==> config.mk <==
export PLATFORM = sky130hd
export DESIGN_NAME = veririsc_controller
export DESIGN_NICKNAME = d
export VERILOG_FILES = /design/src/rtl/veririsc_pkg.sv /design/src/rtl/veririsc_phase_counter.sv /design/src/rtl/veririsc_controller.sv
export SDC_FILE = /design/constraint.sdc
export NUM_CORES = 1
export LEC_CHECK = 0
export ABC_AREA = 1
export BUFFER_PORTS_ARGS = -buffer_cell sky130_fd_sc_hd__buf_4
export CORE_AREA = 2 2 39 41
export DETAILED_ROUTE_END_ITERATION = 16
export DIE_AREA = 0 0 41 43
export PLACE_DENSITY = 0.82
export SYNTH_ARGS = -nofsm -noshare
export SYNTH_HDL_FRONTEND = slang
export SYNTH_HIERARCHICAL = 1
export SYNTH_SLANG_ARGS = --single-unit
==> constraint.sdc <==
create_clock -name clk -period 3.87 [get_ports clk]
set_input_delay 0.387 -clock clk [delete_from_list [all_inputs] [get_ports clk]]
set_output_delay 0.387 -clock clk [all_outputs]
set_load 0.02 [all_outputs]
==> src/rtl/veririsc_pkg.sv <==
// Shared VeriRISC controller definitions: opcode and phase encodings plus ALU-op decode.
package veririsc_pkg;

   localparam int OPCODE_W_DEF = 3;

   localparam logic [OPCODE_W_DEF-1:0] HLT = 3'd0;
   localparam logic [OPCODE_W_DEF-1:0] SKZ = 3'd1;
   localparam logic [OPCODE_W_DEF-1:0] ADD = 3'd2;
   localparam logic [OPCODE_W_DEF-1:0] AND = 3'd3;
   localparam logic [OPCODE_W_DEF-1:0] XOR = 3'd4;
   localparam logic [OPCODE_W_DEF-1:0] LDA = 3'd5;
   localparam logic [OPCODE_W_DEF-1:0] STO = 3'd6;
   localparam logic [OPCODE_W_DEF-1:0] JMP = 3'd7;

   typedef enum logic [2:0] {
      INST_ADDR  = 3'd0,
      INST_FETCH = 3'd1,
      INST_LOAD  = 3'd2,
      IDLE       = 3'd3,
      OP_ADDR    = 3'd4,
      OP_FETCH   = 3'd5,
      ALU_OP     = 3'd6,
      STORE      = 3'd7
   } phase_e;

   function automatic logic is_aluop(input logic [OPCODE_W_DEF-1:0] op);
      return (op == ADD) || (op == AND) || (op == XOR) || (op == LDA);
   endfunction

endpackage

==> src/rtl/veririsc_phase_counter.sv <==
// Phase register, memory wait counter and sticky halt freeze for the VeriRISC sequencer.
module veririsc_phase_counter
   import veririsc_pkg::*;
#(
   parameter int MEM_WAIT = 0
) (
   input  logic   clk,
   input  logic   rst,
   input  logic   i_halt_req,
   input  logic   i_resume,
   output phase_e o_phase,
   output logic   o_halted
);

   localparam logic [2:0] WAIT_LOAD = 3'(MEM_WAIT);

   phase_e     r_phase;
   logic [2:0] r_wait;
   logic       r_halted;
   phase_e     w_next;
   logic       w_in_fetch;

   // Successor phase in the fixed instruction cycle
   always_comb begin
      w_next = INST_ADDR;
      case (r_phase)
         INST_ADDR:  w_next = INST_FETCH;
         INST_FETCH: w_next = INST_LOAD;
         INST_LOAD:  w_next = IDLE;
         IDLE:       w_next = OP_ADDR;
         OP_ADDR:    w_next = OP_FETCH;
         OP_FETCH:   w_next = ALU_OP;
         ALU_OP:     w_next = STORE;
         STORE:      w_next = INST_ADDR;
         default:    w_next = INST_ADDR;
      endcase
   end

   assign w_in_fetch = (r_phase == INST_FETCH) || (r_phase == OP_FETCH);

   // Sequencer state: halt freeze has priority, then wait countdown, then advance
   always_ff @(posedge clk or posedge rst) begin
      if (rst) begin
         r_phase  <= INST_ADDR;
         r_wait   <= 3'd0;
         r_halted <= 1'b0;
      end else if (r_halted) begin
         if (i_resume) begin
            r_halted <= 1'b0;
            r_phase  <= INST_ADDR;
            r_wait   <= 3'd0;
         end else begin
            r_halted <= 1'b1;
         end
      end else if ((r_phase == OP_ADDR) && i_halt_req) begin
         r_halted <= 1'b1;
      end else if (w_in_fetch && (r_wait != 3'd0)) begin
         r_wait <= r_wait - 3'd1;
      end else begin
         r_phase <= w_next;
         // Reload on entry so every fetch gets the full wait count
         if ((w_next == INST_FETCH) || (w_next == OP_FETCH)) begin
            r_wait <= WAIT_LOAD;
         end else begin
            r_wait <= 3'd0;
         end
      end
   end

   assign o_phase  = r_phase;
   assign o_halted = r_halted;

endmodule

==> src/rtl/veririsc_controller.sv <==
// VeriRISC controller: decodes phase and live opcode into datapath strobes.
// Optional resume-from-halt input enabled by defining VERIRISC_CTRL_RESUME_EN.
module veririsc_controller
   import veririsc_pkg::*;
#(
   parameter int OPCODE_W = OPCODE_W_DEF,
   parameter int MEM_WAIT = 0
) (
   input  logic                clk,
   input  logic                rst,
   input  logic [OPCODE_W-1:0] opcode,
   input  logic                zero,
`ifdef VERIRISC_CTRL_RESUME_EN
   input  logic                resume,
`endif
   output logic                sel,
   output logic                rd,
   output logic                ld_ir,
   output logic                halt,
   output logic                inc_pc,
   output logic                ld_ac,
   output logic                ld_pc,
   output logic                wr,
   output logic                data_e,
   output logic [2:0]          phase
);

   logic [OPCODE_W_DEF-1:0] w_op;
   logic                    w_resume;
   logic                    w_halted;
   logic                    w_alu;
   phase_e                  w_phase;

   assign w_op  = OPCODE_W_DEF'(opcode);
   assign w_alu = is_aluop(w_op);

`ifdef VERIRISC_CTRL_RESUME_EN
   assign w_resume = resume;
`else
   assign w_resume = 1'b0;
`endif

   veririsc_phase_counter #(
      .MEM_WAIT (MEM_WAIT)
   ) u_phase_counter (
      .clk        (clk),
      .rst        (rst),
      .i_halt_req (w_op == HLT),
      .i_resume   (w_resume),
      .o_phase    (w_phase),
      .o_halted   (w_halted)
   );

   assign phase = w_phase;

   // Strobe decode; a halted controller asserts only halt
   always_comb begin
      sel    = 1'b0;
      rd     = 1'b0;
      ld_ir  = 1'b0;
      halt   = 1'b0;
      inc_pc = 1'b0;
      ld_ac  = 1'b0;
      ld_pc  = 1'b0;
      wr     = 1'b0;
      data_e = 1'b0;
      if (w_halted) begin
         halt = 1'b1;
      end else begin
         case (w_phase)
            INST_ADDR: sel = 1'b1;
            INST_FETCH: begin
               sel = 1'b1;
               rd  = 1'b1;
            end
            INST_LOAD, IDLE: begin
               sel   = 1'b1;
               rd    = 1'b1;
               ld_ir = 1'b1;
            end
            OP_ADDR: begin
               inc_pc = 1'b1;
               halt   = (w_op == HLT);
            end
            OP_FETCH: rd = w_alu;
            ALU_OP: begin
               rd     = w_alu;
               inc_pc = (w_op == SKZ) && zero;
               ld_pc  = (w_op == JMP);
               data_e = (w_op == STO);
            end
            STORE: begin
               rd     = w_alu;
               ld_ac  = w_alu;
               ld_pc  = (w_op == JMP);
               inc_pc = (w_op == JMP);
               wr     = (w_op == STO);
               data_e = (w_op == STO);
            end
            default: begin
               sel = 1'b0;
            end
         endcase
      end
   end

endmodule

==> metrics <==
ANT nets after route=0; first-pass GRT wire length=approximately 1900 um; Initial Util=around 44%; global-route usage over all layers=15.5%; PwrDens=between 700 and 800 nW/um^2; Worst Setup SP=u_phase_counter/o_phase[2]; RSZ-0062 raised after global routing=no; Fillers=135; clock buffer depth=2; syn_nets=110; DRC=0; Final Util=57.0%; H-tree depth=1; Final Setup Violations=0; Post-Syn Instances=97; antenna violations before repair=0; Setup crit end kind=output pin; DR vias/cell=4.68; Routability Congestion=0.739; endpoints failing hold=0; CTS tree=yes; setup_tns=0 ns; I/O pin total=18; n_diodes=0; grt ovf=0; Min-Delay Path Class=primary input to asynchronous set/reset pin; mapped cell area=614 um^2; Pre-antenna DRT Iters=4; Critical Path RT=~3.5 ns; clock skew=around 0.0073 ns; fin crit share=about 46%; DP HPWL=924 um; Worst-Skew Late Latency=approximately 0.25 ns; #FFs+latches synth=7; Clock Sinks=7; largest net degree at the start of global routing=15; Yosys warnings=6; setup bufs post-CTS=0; # nets final=around 130; syn_area_per_cell=roughly 6.3 um^2; Crit Reg-Reg Startpoint=u_phase_counter/o_phase[0]; root buf cell=clkbuf_4; clock transition at the registers of the reported paths=0.05 ns; core box area=about 1400 um^2; leading cell type in the layout, fill and taps excluded=nand2_1; WL/cell=~9 um; via count=627; most frequent cells in the layout=28 x nand2_1, 18 x inv_1, 17 x buf_4; post-cts resize count=0; kind of start point of the critical path=flip-flop; register area share after synthesis=about 29%; I/O Buffers=17; Crit Path Class=flip-flop to output pin; post-layout instance area=between 700 and 800 um^2; status=finished clean; DR iter-0 viols=12; FP Rows=14; Die ar.=1760 um^2; area delta synth->final=28.3%; share of cells above drive strength 1=between 10% and 20%; leakage=0.465 nW; Crit Path Max Fanout=14; Final Critical Period=around 1.8 ns; Distinct cells, synth=14; chip width=about 41 um; MaxCap Viol Count=0; Num CTS Buffers=3; worst IR drop on VDD=approximately 380 uV; Slew Viols, Final=0; overall routed net length=approximately 1200 um; vias in the first global route=491; Fmax achieved=between 500 and 600 MHz; Die Span Y=approximately 43 um; Area after DPL=around 760 um^2; CTS Hold Bufs=0; Worst EP arrival=between 1 and 1.5 ns
==> cells in the mapped netlist <==
cell | count | share of area (%)
a21oi_1 | 1 | 0.81
conb_1 | 1 | 0.61
dfrtp_1 | 7 | 29
ha_1 | 7 | 14
inv_1 | 18 | 11
nand2_1 | 28 | 17
nand2_2 | 2 | 2.0
nand2_4 | 1 | 1.8
nand3_1 | 10 | 8.1
nor2_1 | 14 | 8.6
nor3_1 | 3 | 2.4
o21ai_0 | 1 | 0.81
o21ai_1 | 3 | 2.4
xor2_1 | 1 | 1.4
==> layer usage <==
layer  wire length (um)  GRT usage (%)  up-vias
met5                  0              0        -
met4                  5           4.00        0
met3                 93           6.28        2
met2                573           24.7       29
met1                530           18.6      262
li1                   -              -      334
==> worst paths after layout <==
path                                         endpoint  slack (ns)  cells after the start
min                        u_phase_counter/o_phase[1]        0.06                      2
min reg2reg                 u_phase_counter/r_wait[1]        0.55                      2
min in group clk            u_phase_counter/r_wait[1]        0.55                      2
max in group asynchronous    u_phase_counter/o_halted        3.60                      2
max                                             ld_pc        2.08                      3
max reg2reg                u_phase_counter/o_phase[0]        2.40                      8
==> report_power, final <==
group / internal [mW] / leakage (nW) / switching, mW / total, mW
Clock: 0.0393 / 0.0150 / 0.0266 / 0.0660
Sequential: 0.0990 / 0.0917 / 0.0589 / 0.158
Combinational: 0.138 / 0.359 / 0.196 / 0.334
Total: 0.276 / 0.465 / 0.282 / 0.558
==> metrics by stage <==
step / power (mW) / setup slack (ns) / hold slack [ns] / std cells
floorplan: 0.379 / 2.21 / 0.190 / 97
global placement: 0.486 / 2.43 / 0.333 / 130
detailed placement: 0.491 / 2.36 / 0.331 / 130
CTS: 0.561 / 2.07 / 0.0578 / 134
global route: 0.613 / 2.00 / 0.0849 / 134
finish: 0.558 / 2.08 / 0.0552 / 134
==> critical path, stage by stage (launching register included) <==
cell and delay (ns):
dfrtp_1 0.58, nand3_1 0.19, nor3_1 0.20, buf_4 0.18
==> registers in the layout (all words and copies together) (netlist names) <==
register / cells
u_phase_counter/o_phase: 3
u_phase_counter/r_wait: 3
u_phase_counter/o_halted: 1
==> logic make-up (layout without fill, tap and decap cells) <==
| kind of cell | after synthesis | in the layout | synth area share (%) |
|---|---|---|---|
| AOI/OAI and AO/OA | 5 | 5 | 4.07 |
| xor gates and xnor gates | 1 | 1 | 1.43 |
| adders and majority gates | 7 | 7 | 14.3 |
| buffers and inverters | 18 | 39 | 11.0 |
| DFF | 7 | 7 | 28.5 |
| other | 1 | 1 | 0.610 |
| and+or+nand+nor | 58 | 58 | 40.1 |
==> cell type report <==
type	count	area, um^2	area share (%)
clock buffer	4	26.3	3.33
inverter	18	67.6	8.57
multi-input combinational	72	372	47.1
sequential	7	175	22.2
tap	16	20.0	2.54
timing repair buffer	17	128	16.2
(Power assumes the default switching activity.)
